### src/rtl/dispatcher_pkg.sv
// Shared constants and FSM encoding for the dispatcher job sequencer.
package dispatcher_pkg;

  localparam int unsigned DATA_WIDTH             = 8;
  localparam int unsigned GROUP_SIZE             = 4;
  localparam int unsigned LOG_MAX_ITERS          = 16;
  localparam int unsigned LOG_MAX_READS_PER_ITER = 16;
  localparam int unsigned WADDR_WIDTH            = 10;

  // Width of iters * reads; wide enough that the job total never overflows.
  localparam int unsigned PROD_WIDTH = LOG_MAX_ITERS + LOG_MAX_READS_PER_ITER;

  typedef enum logic [2:0] {
    StIdle    = 3'd0,
    StConfig  = 3'd1,
    StFetch   = 3'd2,
    StLoad    = 3'd3,
    StPresent = 3'd4,
    StDrain   = 3'd5,
    StDone    = 3'd6
  } seq_state_e;

endpackage

### src/rtl/seq_weight_stage.sv
// Weight output register: captures the weight buffer read data, holds it valid
// until the dispatcher takes it, and drops it on a flush.
module seq_weight_stage
  import dispatcher_pkg::*;
#(
  parameter int unsigned Width = DATA_WIDTH
) (
  input  logic             clk_i,
  input  logic             rst_ni,
  input  logic             load_i,
  input  logic             flush_i,
  input  logic [Width-1:0] data_i,
  input  logic             avail_i,
  output logic [Width-1:0] data_o,
  output logic             valid_o,
  output logic             xfer_o
);

  logic [Width-1:0] data_q;
  logic             valid_q;

  // Flush beats load beats handshake completion; data only changes on load.
  always_ff @(posedge clk_i or negedge rst_ni) begin
    if (!rst_ni) begin
      data_q  <= '0;
      valid_q <= 1'b0;
    end else if (flush_i) begin
      valid_q <= 1'b0;
    end else if (load_i) begin
      data_q  <= data_i;
      valid_q <= 1'b1;
    end else if (valid_q && avail_i) begin
      valid_q <= 1'b0;
    end
  end

  assign data_o  = data_q;
  assign valid_o = valid_q;
  assign xfer_o  = valid_q && avail_i;

endmodule

### src/rtl/dispatcher_sequencer.sv
// Job-level sequencer for one dispatcher: latches a job descriptor, configures
// the dispatcher, feeds it one weight per iteration and watches activation
// traffic to decide when the job is complete.
// Optional: define DISPATCHER_SEQ_PERF_EN to add weight-stall and job-cycle
// performance counters (perf_wstall_out, perf_job_cycles_out).
module dispatcher_sequencer #(
  parameter int unsigned DATA_WIDTH             = dispatcher_pkg::DATA_WIDTH,
  parameter int unsigned LOG_MAX_ITERS          = dispatcher_pkg::LOG_MAX_ITERS,
  parameter int unsigned LOG_MAX_READS_PER_ITER = dispatcher_pkg::LOG_MAX_READS_PER_ITER,
  parameter int unsigned WADDR_WIDTH            = dispatcher_pkg::WADDR_WIDTH
) (
  input  logic                              clk,
  input  logic                              rst,
  input  logic                              job_valid_in,
  output logic                              job_avail_out,
  input  logic [LOG_MAX_ITERS-1:0]          job_num_iters_in,
  input  logic [LOG_MAX_READS_PER_ITER-1:0] job_num_reads_in,
  input  logic [WADDR_WIDTH-1:0]            job_wbase_in,
  input  logic                              abort_in,
  output logic                              disp_configure_out,
  output logic [LOG_MAX_ITERS-1:0]          disp_num_iters_out,
  output logic [LOG_MAX_READS_PER_ITER-1:0] disp_num_reads_per_iter_out,
  output logic                              wmem_rd_out,
  output logic [WADDR_WIDTH-1:0]            wmem_addr_out,
  input  logic [DATA_WIDTH-1:0]             wmem_data_in,
  output logic [DATA_WIDTH-1:0]             weight_data_out,
  output logic                              weight_valid_out,
  input  logic                              weight_avail_in,
  input  logic                              act_valid_mon_in,
  input  logic                              act_avail_mon_in,
  output logic                              done_out,
  output logic                              err_out
`ifdef DISPATCHER_SEQ_PERF_EN
  ,
  output logic [31:0]                       perf_wstall_out,
  output logic [31:0]                       perf_job_cycles_out
`endif
);

  import dispatcher_pkg::*;

  localparam int unsigned ProdWidth = LOG_MAX_ITERS + LOG_MAX_READS_PER_ITER;

  seq_state_e state_q, state_d;

  logic [LOG_MAX_ITERS-1:0]          num_iters_q, iter_cnt_q, iter_cnt_inc;
  logic [LOG_MAX_READS_PER_ITER-1:0] num_reads_q;
  logic [WADDR_WIDTH-1:0]            wbase_q;
  logic [ProdWidth-1:0]              total_q, act_cnt_q, act_cnt_inc;
  logic                              err_q;

  logic accept, zero_job, act_xfer, act_done, last_iter, w_xfer, abort_act;

  assign accept       = (state_q == StIdle) && job_valid_in;
  assign zero_job     = (job_num_iters_in == '0) || (job_num_reads_in == '0);
  // Activation traffic outside a job belongs to nobody and is not counted.
  assign act_xfer     = act_valid_mon_in && act_avail_mon_in && (state_q != StIdle);
  assign act_cnt_inc  = act_cnt_q + ProdWidth'(act_xfer);
  // Looks at the post-increment count so a transfer this cycle is included.
  assign act_done     = (act_cnt_inc == total_q);
  assign iter_cnt_inc = iter_cnt_q + LOG_MAX_ITERS'(1);
  assign last_iter    = (iter_cnt_inc == num_iters_q);
  assign abort_act    = abort_in && (state_q != StIdle);

  // State register.
  always_ff @(posedge clk or negedge rst) begin
    if (!rst) begin
      state_q <= StIdle;
    end else begin
      state_q <= state_d;
    end
  end

  // Next-state logic; abort overrides every non-idle transition.
  always_comb begin
    state_d = state_q;
    unique case (state_q)
      StIdle:    if (job_valid_in) state_d = zero_job ? StDone : StConfig;
      StConfig:  state_d = StFetch;
      StFetch:   state_d = StLoad;
      StLoad:    state_d = StPresent;
      StPresent: begin
        if (w_xfer) begin
          if (last_iter) state_d = act_done ? StDone : StDrain;
          else           state_d = StFetch;
        end
      end
      StDrain:   if (act_done) state_d = StDone;
      StDone:    state_d = StIdle;
      default:   state_d = StIdle;
    endcase
    if (abort_act) state_d = StIdle;
  end

  // Job descriptor and error flag, captured on accept.
  always_ff @(posedge clk or negedge rst) begin
    if (!rst) begin
      num_iters_q <= '0;
      num_reads_q <= '0;
      wbase_q     <= '0;
      total_q     <= '0;
      err_q       <= 1'b0;
    end else if (accept) begin
      num_iters_q <= job_num_iters_in;
      num_reads_q <= job_num_reads_in;
      wbase_q     <= job_wbase_in;
      total_q     <= ProdWidth'(job_num_iters_in) * ProdWidth'(job_num_reads_in);
      err_q       <= zero_job;
    end
  end

  // Iteration and activation counters, cleared on accept.
  always_ff @(posedge clk or negedge rst) begin
    if (!rst) begin
      iter_cnt_q <= '0;
      act_cnt_q  <= '0;
    end else if (accept) begin
      iter_cnt_q <= '0;
      act_cnt_q  <= '0;
    end else begin
      if ((state_q == StPresent) && w_xfer) iter_cnt_q <= iter_cnt_inc;
      if (act_xfer)                         act_cnt_q  <= act_cnt_inc;
    end
  end

  seq_weight_stage #(
    .Width(DATA_WIDTH)
  ) u_weight_stage (
    .clk_i   (clk),
    .rst_ni  (rst),
    .load_i  (state_q == StLoad),
    .flush_i (abort_act),
    .data_i  (wmem_data_in),
    .avail_i (weight_avail_in),
    .data_o  (weight_data_out),
    .valid_o (weight_valid_out),
    .xfer_o  (w_xfer)
  );

  assign job_avail_out               = (state_q == StIdle);
  assign disp_configure_out          = (state_q == StConfig);
  assign disp_num_iters_out          = num_iters_q;
  assign disp_num_reads_per_iter_out = num_reads_q;
  assign wmem_rd_out                 = (state_q == StFetch);
  // Address wraps silently at the buffer size.
  assign wmem_addr_out = wmem_rd_out ? (wbase_q + WADDR_WIDTH'(iter_cnt_q)) : '0;
  assign done_out                    = (state_q == StDone);
  assign err_out                     = err_q;

`ifdef DISPATCHER_SEQ_PERF_EN
  logic [31:0] perf_wstall_q, perf_cycles_q;

  // Saturating stall and busy-cycle counters; they stop on their own once idle.
  always_ff @(posedge clk or negedge rst) begin
    if (!rst) begin
      perf_wstall_q <= '0;
      perf_cycles_q <= '0;
    end else if (accept) begin
      perf_wstall_q <= '0;
      perf_cycles_q <= '0;
    end else begin
      if (weight_valid_out && !weight_avail_in && (perf_wstall_q != '1)) begin
        perf_wstall_q <= perf_wstall_q + 32'd1;
      end
      if ((state_q != StIdle) && (perf_cycles_q != '1)) begin
        perf_cycles_q <= perf_cycles_q + 32'd1;
      end
    end
  end

  assign perf_wstall_out     = perf_wstall_q;
  assign perf_job_cycles_out = perf_cycles_q;
`endif

endmodule

### config.mk
export PLATFORM = sky130hd
export DESIGN_NAME = dispatcher_sequencer
export DESIGN_NICKNAME = d
export VERILOG_FILES = /design/src/rtl/dispatcher_pkg.sv /design/src/rtl/seq_weight_stage.sv /design/src/rtl/dispatcher_sequencer.sv
export SDC_FILE = /design/constraint.sdc
export NUM_CORES = 1
export LEC_CHECK = 0
export BUFFER_PORTS_ARGS = -buffer_cell sky130_fd_sc_hd__buf_2
export CORE_ASPECT_RATIO = 1.4
export CORE_MARGIN = 2
export CORE_UTILIZATION = 45
export CTS_BUF_LIST = sky130_fd_sc_hd__clkbuf_8
export DETAILED_ROUTE_END_ITERATION = 6
export GPL_ROUTABILITY_DRIVEN = 0
export PLACE_DENSITY_LB_ADDON = 0.12
export SLEW_MARGIN = 40
export SYNTH_ARGS = -nofsm -noshare
export SYNTH_HDL_FRONTEND = slang
export SYNTH_SLANG_ARGS = --single-unit
### constraint.sdc
create_clock -name clk -period 4.8 [get_ports clk]
set_input_delay 0.48 -clock clk [delete_from_list [all_inputs] [get_ports clk]]
set_output_delay 0.48 -clock clk [all_outputs]
set_load 0.005 [all_outputs]
======== Word level (Yosys, flattened, before mapping) ========
Cells that the tools add are included.
word-level totals
  register bits ........................... 135
  input bits .............................. 57
  output and inout bits ................... 56
  word-level logic and storage cells ...... 58
cells by class
  $add $sub $neg .......................... 3
  multipliers ............................. 1
  eq/ne operators ......................... 11
  mux-type cells .......................... 16
  bitwise operators ....................... 1
  reduce and logical (&&, ||, !) cells .... 16
operator list
  kind                     count
  $mux W32                 2
  $add A32 B1 Y32          1
  $eq A32 B32 Y1           1
  $logic_not A16 Y1        2
  $mul A16 B16 Y32         1
  $mux W16                 2
  $mux W3                  6
  $pmux W3 S6              1
  $add A16 B1 Y16 const B  1
  $eq A16 B16 Y1           1
  $add A10 B10 Y10         1
  $mux W10                 1
  $eq A3 B3 Y1 const B     3
  $eq A3 B2 Y1 const B     2
  $logic_and A1 B1 Y1      6
  $ne A3 B3 Y1 const B     2
  $reduce_bool A3 Y1       2
  $reduce_bool A2 Y1       2
  $eq A3 B1 Y1 const B     1
  $logic_not A3 Y1         1
  $mux W1                  3
  $ne A3 B2 Y1 const B     1
  $reduce_and A3 Y1        1
  $mux W2                  1
  3 further kinds          3

======== Logic depth before layout (Yosys ltp) ========
Gate-level depths: netlist of run 1.
  word-level depth ........................ 9
  gate-level depth with buffers ........... 23
  gate-level depth less buffers ........... 21

======== Hierarchy ========
Synthesis of run 1 repeated with hierarchy kept, for this count alone.
second synthesis, totals
  cells, all modules ...................... 1898
  area total of the unflattened synthesis .. 16251.8 um^2
by module, submodules not included
  module                times used  cells an instance  area each (um^2)  seq. area each (um^2)
  dispatcher_sequencer  1           1875               15860.2           3153.0
  seq_weight_stage      1           23                 391.6             225.2

======== Least setup slack after synthesis of run 1 ========
OpenSTA, ideal clock, no wires.
  path type ............................... input to register
  start ................................... input port job_num_reads_in[7]
  end ..................................... register total_q[29]
  setup time .............................. 0.120 ns
  arrival time ............................ 6.156 ns
  data required time ...................... 4.680 ns
  setup slack ............................. -1.476 ns
  stages .................................. 21
  buffers on the path ..................... 2
  path through ............................ clkbuf_1 -> clkbuf_1 -> nand2_1 -> fa_1 -> fa_1 -> inv_1 -> fa_1 -> fa_1 -> fa_1 -> inv_1 -> fa_1 -> inv_1 -> ha_1 -> a21o_1 -> a221oi_1 -> o21ai_0 -> a21oi_1 -> o21ai_0 -> o21a_1 -> or3_1 -> a31o_2
between the ends
  word-level cells in the longest chain between the ends .. 1
RTL lines
  what                    line                         RTL
  start: declaration      dispatcher_sequencer.sv:17   input logic [LOG_MAX_READS_PER_ITER-1:0] job_num_reads_in,
  $mul A16 B16 Y32        dispatcher_sequencer.sv:107  total_q <= ProdWidth'(job_num_iters_in) * ProdWidth'(job_num_reads_in);
  end signal: assignment  dispatcher_sequencer.sv:107
  end: declaration        dispatcher_sequencer.sv:49   logic [ProdWidth-1:0] total_q, act_cnt_q, act_cnt_inc;
Every way passes these cells.
A chain may end at the register's enable or synchronous reset.

======== Worst setup path after layout of run 1 ========
  start ................................... input port job_num_iters_in[4]
  end ..................................... register total_q[29]
between the ends
  word-level cells in the longest chain between the ends .. 1
RTL lines
  what                line                         RTL
  start: declaration  dispatcher_sequencer.sv:16   input logic [LOG_MAX_ITERS-1:0] job_num_iters_in,
  $mul A16 B16 Y32    dispatcher_sequencer.sv:107
Every way passes these cells.

==> results of run 1 <==
per-stage QoR:
| stage | area [um2] | instances |
|---|---|---|
| 6_report | 20000 | 2600 |
| 5_1_grt | 20000 | 2600 |
| 4_1_cts | 19600 | 2588 |
| 3_5_place_dp | 18700 | 2546 |
| 3_3_place_gp | 18700 | 2546 |
| 2_1_floorplan | 16900 | 1903 |
logic make-up after synthesis:
family	Yosys count	synth area share
simple gates	714	0.214
buf+inv	343	0.0806
fa+ha+maj	311	0.328
compound gates	293	0.111
flops	135	0.207
xor+xnor	94	0.0513
mux	13	0.00865
worst max path at each step:
| stage | startpoint | endpoint | slack [ns] | depth (start not counted) |
|---|---|---|---|---|
| finish | job_num_iters_in[4] | total_q[29] | -0.57 | 23 |
| global route | job_num_reads_in[4] | total_q[31] | -0.70 | 23 |
| CTS | job_num_iters_in[9] | total_q[29] | -0.53 | 22 |
| detailed placement | job_num_iters_in[6] | total_q[29] | -1.25 | 20 |
| global placement | job_num_iters_in[7] | total_q[29] | -1.18 | 21 |
| floorplan | job_num_iters_in[8] | total_q[29] | -0.89 | 21 |
synthesized netlist by cell type, drive strengths merged, types with 4 or more instances:
| master | number |
|---|---|
| inv | 240 |
| mux2i | 4 |
| o21ai | 113 |
| a21oi | 62 |
| clkbuf | 83 |
| o22ai | 4 |
| xnor2 | 56 |
| nand2b | 11 |
| and2 | 127 |
| nor2b | 7 |
| nor4 | 21 |
| buf | 20 |
| nor3 | 22 |
| mux2 | 9 |
| a31oi | 12 |
| o21a | 6 |
| or3 | 7 |
| o41ai | 12 |
| ha | 116 |
| nor2 | 59 |
| and3 | 18 |
| a211oi | 7 |
| and4 | 9 |
| o31ai | 19 |
| o21bai | 7 |
| xor2 | 37 |
| nand3 | 38 |
| nand2 | 362 |
| dfrtp | 135 |
| fa | 195 |
| nand4 | 18 |
| or4 | 7 |
| a21o | 16 |
power groups by stage:
stage / clock network (mW) / logic, mW / registers, mW
floorplan: 0 / 7.69 / 1.77
global placement: 0 / 11.7 / 1.88
detailed placement: 0 / 11.9 / 1.89
CTS: 1.06 / 13.2 / 1.87
global route: 1.10 / 15.6 / 1.92
finish: 1.02 / 14.0 / 1.87
registers in the layout, indices dropped and copies added (netlist names):
signal	flops
disp_num_iters_out	16
state_q	3
disp_num_reads_per_iter_out	16
total_q	32
wbase_q	10
err_out	1
act_cnt_q	32
u_weight_stage.data_o	8
u_weight_stage.valid_o	1
iter_cnt_q	16
per-layer routing:
layer / vias to the layer above / part of all wire / track usage
met1: 6961 / 0.40 / 0.283
li1: 6616 / - / -
met4: 0 / 0.036 / 0.102
met5: - / 0 / 0
met3: 91 / 0.035 / 0.0335
met2: 337 / 0.53 / 0.439
worst max-delay path, stage by stage:
cell and delay [ns]:
buf_12 0.11, buf_12 0.13, buf_6 0.11, and2_4 0.13, fa_2 0.53, inv_2 0.04
fa_2 0.42, fa_2 0.35, fa_1 0.49, inv_1 0.06, fa_1 0.54, inv_2 0.04
fa_1 0.51, inv_2 0.05, ha_4 0.25, nand3_4 0.09, nor2_4 0.04, a211o_1 0.36
a21oi_4 0.22, o21ai_2 0.08, o21a_1 0.18, or3_1 0.30, a31o_2 0.23
area by class of cell:
cell class / count / area share
Multi-Input combinational cell: 1425 / 0.612
Sequential cell: 135 / 0.169
Timing Repair Buffer: 305 / 0.124
Inverter: 240 / 0.0450
Tap cell: 462 / 0.0289
Clock buffer: 20 / 0.0137
Clock inverter: 12 / 0.00743
Antenna cell: 1 / 0.000125
cells in the final DEF, fill, tap and decap left out, types with 20 or more instances in the layout:
cell      netlist  layout
xnor2_1        56      50
buf_2          14      85
clkbuf_8        0      20
o21ai_0       113      87
a21oi_1        62      49
xor2_1         37      37
nor2_1         59      57
nand3_1        36      34
buf_4           3     164
and2_4          0      22
buf_6           0      31
dfrtp_1       135     135
ha_1          116     103
inv_1         240     222
and2_1        127     104
fa_1          195     180
nand2_1       362     355
repair_timing:
item / in CTS / in global routing
hold endpoints to repair: 0 / 20
resized for setup: 129 / 72
pin swaps: 63 / 47
setup buffers: 10 / 7
cloned: 1 / 2
hold buffers: 0 / 1
setup endpoints to repair: 19 / 22
==> results.sh, run 1 <==
export IMPL_dp_hpwl_mm=35.4
export IMPL_synth_seq_area_share=0.207
export IMPL_path_class="input port to register"
export IMPL_dieArea_um2=37900
export IMPL_ys_ff_latch=135
export IMPL_track_usage=0.243
export IMPL_syn_to_final_growth_pct=22.6
export IMPL_async_flop_share=1.00
export IMPL_drt_iter0_drc=812
export IMPL_whs_ns=0.187
export IMPL_total_power_mw=16.9
export IMPL_whs_path_depth=3
export IMPL_routed_via_density=5.39
export IMPL_synth_net_count=2271
export IMPL_vias=14000
export IMPL_synth_ff_type="dfrtp_1"
export IMPL_overflow=0
export IMPL_root_buffer="clkbuf_8"
export IMPL_p_sw_mw=7.80
export IMPL_hold_path_endpoint="wbase_q[3]"
export IMPL_outcome="complete, but fails checks"
export IMPL_initial_core_util=0.456
export IMPL_syn_avg_cell_area_um2=8.59
export IMPL_violations="setup timing"
export IMPL_grt_pass1_wl_mm=72.4
export IMPL_hp_class="input port to register"
export IMPL_final_util=0.559
export IMPL_start_kind="input port"
export IMPL_coreArea_um2=35800
export IMPL_cts_htree_levels=4
export IMPL_finalCritPeriodShare=1.12
export IMPL_tns_ns=-6.21
export IMPL_die_h_um=229
export IMPL_relSlewSlack=0.501
export IMPL_min_from="job_wbase_in[3]"
export IMPL_irDropWorstVdd_uv=1000
export IMPL_n_fill_cell=3311
export IMPL_required_ns=5.17
export IMPL_yosysTopAreaCell="fa_1"
export IMPL_p_int_mw=9.11
export IMPL_cts_tree="built"
export IMPL_synth_distinct_cells=68
export IMPL_io_pins=113
export IMPL_clkLatencyLatePin_ns=0.49
export IMPL_r2r_end="state_q[0]"
export IMPL_port_buffers=112
export IMPL_die_w_um=165
export IMPL_drt_pass1_iterations=5
export IMPL_fin_ws_ns=-0.573
export IMPL_clkSinkCount=135
export IMPL_netlist_area_um2=16300
export IMPL_finalNetCount=2492
export IMPL_leakagePower_nw=9.89
export IMPL_setup_viol=17
export IMPL_grt_max_degree=76
export IMPL_drt_wl_total_mm=44.8
export IMPL_cp_end_kind="register"
export IMPL_pwr_share_clk=0.060
export IMPL_worstPathMaxFanout=6
export IMPL_layout_drive_gt1_share=0.232
export IMPL_cts_made_buffers=17
export IMPL_grt_setup_unrepaired="true"
export IMPL_ys_top_cells_by_area="fa_1, dfrtp_1, ha_1"
export IMPL_hold_viol_final=0
export IMPL_p_sw_frac=0.461
export IMPL_skew_ns=0.0165
export IMPL_regArea_um2=3380
export IMPL_rows=82
export IMPL_drv_cap=0
export IMPL_period_needed_ns=5.37
export IMPL_tightest_slew_ns=0.742
export IMPL_yosys_warnings=0
export IMPL_r2r_start="state_q[1]"
export IMPL_avgRoutedWirePerCell_um=17.2
export IMPL_reg2reg_depth=12
export IMPL_cts_clk_slew_worst_paths_ns=0.08
export IMPL_slew_viol_final=0
export IMPL_antenna_found_initial=1
export IMPL_netlist_instances=1903
export IMPL_ant_nets=0
export IMPL_crit_arrival_ns=5.74
export IMPL_max_freq_mhz=186
export IMPL_multi_input_area_um2=12300
export IMPL_drc_errors=0
export IMPL_comb_power_share=0.829
export IMPL_ff2ff_setup_slack_ns=0.70
export IMPL_grt_pass1_vias=14400
export IMPL_netlist_area_leader_share=0.239
export IMPL_synth_edf_count=0
export IMPL_pre_cts_ws_ns=-1.25
export IMPL_pwr_share_seq=0.110
export IMPL_p_per_area_nw_per_um2=844
export IMPL_cts_buffer_depth=2
Note: power is estimated with default switching activity, not from simulation.
==> run 2, diff against run 1 <==
PLACE_DENSITY_LB_ADDON = not set   (was 0.12)
SYNTH_HIERARCHICAL = 1   (was not set)
==> run 2 against run 1 <==
Clock skew is 0.00078 ns higher; sequential power hardly changed; combinational power hardly changed; critical endpoint is now total_q[31]; utilization is 0.23 points lower; non-clock buffer count is 4 lower; the flow still finishes with violations (setup timing); highest routed layer unchanged; via count is 0.70% lower; first-iteration DRC count is 4.7% higher; largest cell class unchanged; largest power group unchanged; flip-flop and latch count stayed put; die area is 0.53% lower; worst setup slack better by 0.015 ns.
==> results.sh, run 2 <==
export IMPL_ys_ff_latch=135
export IMPL_tightest_slew_ns=0.721
export IMPL_irDropWorstVdd_uv=1050
export IMPL_dp_hpwl_mm=34.4
export IMPL_drc_errors=0
export IMPL_fin_ws_ns=-0.558
export IMPL_crit_arrival_ns=5.77
export IMPL_pre_cts_ws_ns=-1.31
export IMPL_ys_top_cells_by_area="fa_1, dfrtp_1, ha_1"
export IMPL_grt_pass1_vias=14300
export IMPL_cts_clk_slew_worst_paths_ns=0.07
export IMPL_setup_viol=19
export IMPL_finalCritPeriodShare=1.12
export IMPL_path_class="input port to register"
export IMPL_synth_seq_area_share=0.208
export IMPL_start_kind="input port"
export IMPL_dieArea_um2=37700
export IMPL_drv_cap=0
export IMPL_synth_net_count=2266
export IMPL_skew_ns=0.0173
export IMPL_vias=13900
export IMPL_initial_core_util=0.455
export IMPL_netlist_area_um2=16300
export IMPL_synth_edf_count=0
export IMPL_synth_most_common_cell="nand2_1"
export IMPL_leakagePower_nw=9.72
export IMPL_yosysTopAreaCell="fa_1"
export IMPL_final_area_um2=19900
export IMPL_coreArea_um2=35700
export IMPL_grt_setup_unrepaired="true"
export IMPL_synth_ff_type="dfrtp_1"
export IMPL_worstPathMaxFanout=11
export IMPL_layout_drive_gt1_share=0.224
export IMPL_antenna_found_initial=1
export IMPL_violations="setup timing"
export IMPL_path_cells="buf_12, and2_4, fa_1, inv_1, fa_1, inv_1, fa_2, fa_2, fa_1, inv_1, fa_1, inv_1, ha_4, and3_4, and3_4, o41ai_4, a21oi_2, a21oi_2, a31oi_1, or4_1, nand3_1"
export IMPL_clkSinkCount=135
export IMPL_drt_iter0_drc=850
export IMPL_cts_htree_levels=4
export IMPL_final_common_cell="nand2_1"
export IMPL_cts_buffer_depth=2
export IMPL_path_depth=21
export IMPL_relSlewSlack=0.519
export IMPL_cp_end_kind="register"
export IMPL_crit_buf_inv=5
export IMPL_port_buffers=112
export IMPL_netlist_area_leader_share=0.240
export IMPL_async_flop_share=1.00
export IMPL_syn_to_final_growth_pct=22.4
export IMPL_clkLatencyLatePin_ns=0.50
export IMPL_root_buffer="clkbuf_8"
export IMPL_outcome="complete, but fails checks"
export IMPL_reg2reg_depth=14
export IMPL_required_ns=5.22
export IMPL_io_pins=113
export IMPL_drt_pass1_iterations=5
export IMPL_grt_max_degree=85
export IMPL_drt_wl_total_mm=44.6
export IMPL_grt_pass1_wl_mm=72.7
export IMPL_syn_avg_cell_area_um2=8.56
export IMPL_period_needed_ns=5.36
export IMPL_synth_commonest_cells="nand2_1, inv_1, fa_1, dfrtp_1, and2_1"
export IMPL_crit_family="adder cells"
export IMPL_yosys_warnings=6
export IMPL_die_h_um=229
export IMPL_total_power_mw=16.7
export IMPL_hold_viol_final=0
export IMPL_dpl_instance_area_um2=18500
export IMPL_crit_slowest_cell="fa_2"
export IMPL_synth_distinct_cells=66
export IMPL_cts_made_buffers=17
export IMPL_die_w_um=165
export IMPL_finalNetCount=2478
export IMPL_cts_tree="built"
export IMPL_final_cell_mix="nand2_1, inv_1, fa_1, buf_4, dfrtp_1"
export IMPL_max_freq_mhz=187
export IMPL_routed_via_density=5.38
export IMPL_avgRoutedWirePerCell_um=17.2
export IMPL_largestRegisters="act_cnt_q x32, total_q x32"
export IMPL_ant_nets=0
export IMPL_hp_class="input port to asynchronous set/reset pin"
export IMPL_p_per_area_nw_per_um2=839
export IMPL_track_usage=0.244
export IMPL_overflow=0
export IMPL_cts_hold_fix_buffers=0
export IMPL_rows=82
export IMPL_netlist_instances=1898
export IMPL_slew_viol_final=0
export IMPL_cpPeakStageDelay_ns=0.56
[run 2: changes by cell type after synthesis, sizes merged, moves of 7 or more]
cell,delta
xnor2,+11
a21oi,-9
o21ai,-16
nand4,+9
and3,-7
nand3,+7
nor2,+11
[run 2: stage by stage]
stage                     utilization  TNS (ns)  hold WS (ns)  instances
final                           0.557     -6.18        0.0131       2585
after global routing            0.557     -8.85        0.0657       2585
after CTS                       0.542     -6.11        0.0542       2571
after detailed placement        0.519    -21.17         0.459       2536
after global placement          0.519    -20.60         0.455       2536
after floorplan                     -    -10.06         0.184       1898
[run 2: worst reg2reg max path, stage by stage, from the launching register on]
cell	delay, ns
dfrtp_1	0.58
nor3_1	0.13
or2_2	0.35
inv_1	0.09
ha_1	0.24
ha_1	0.38
and2_1	0.27
nand4_1	0.15
buf_4	0.22
or4_1	0.58
xnor2_1	0.18
nand4_1	0.11
or4_1	0.48
nor4_4	0.33
a221oi_1	0.15
[run 2: cells by family after synthesis]
family,share of synthesized area
buf+inv,0.0839
flops,0.208
simple gates,0.213
xor+xnor,0.0544
mux,0.0105
compound gates,0.101
fa+ha+maj,0.330
[run 2: routing by layer]
layer | track usage | share of wire
met5 | 0 | 0
met4 | 0.0840 | 0.028
met3 | 0.0312 | 0.039
met2 | 0.439 | 0.54
met1 | 0.297 | 0.40
[run 2: where the power goes]
group	switching, mW	internal (mW)	total [mW]
Sequential	0.347	1.52	1.86
Combinational	6.80	6.89	13.7
Clock	0.478	0.658	1.14
Total	7.62	9.06	16.7
[run 2: path summary, 6_finish.rpt]
path | end | start | slack (ns)
max reg2reg | state_q[0] | state_q[2] | 0.41
max | total_q[31] | job_num_reads_in[4] | -0.56
max in group asynchronous | iter_cnt_q[10] | rst | 3.78
min reg2reg | disp_num_reads_per_iter_out[0] | disp_num_reads_per_iter_out[0] | 0.47
min | total_q[29] | rst | 0.01
min in group clk | wbase_q[8] | job_wbase_in[8] | 0.18
[run 2: area by class of cell]
type / count / area, um2
fill: 3271 / 15800
multi-input combinational: 1409 / 12200
sequential: 135 / 3380
timing repair buffer: 301 / 2340
inverter: 246 / 923
tap: 462 / 578
clock buffer: 20 / 275
clock inverter: 11 / 195
antenna: 1 / 2.50
[run 2: what timing repair did]
item,4_1_cts,5_1_grt
gates resized for setup,85,90
endpoints found under the setup margin,20,24
gates cloned,0,2
buffers inserted,4,11
pin swaps,28,41
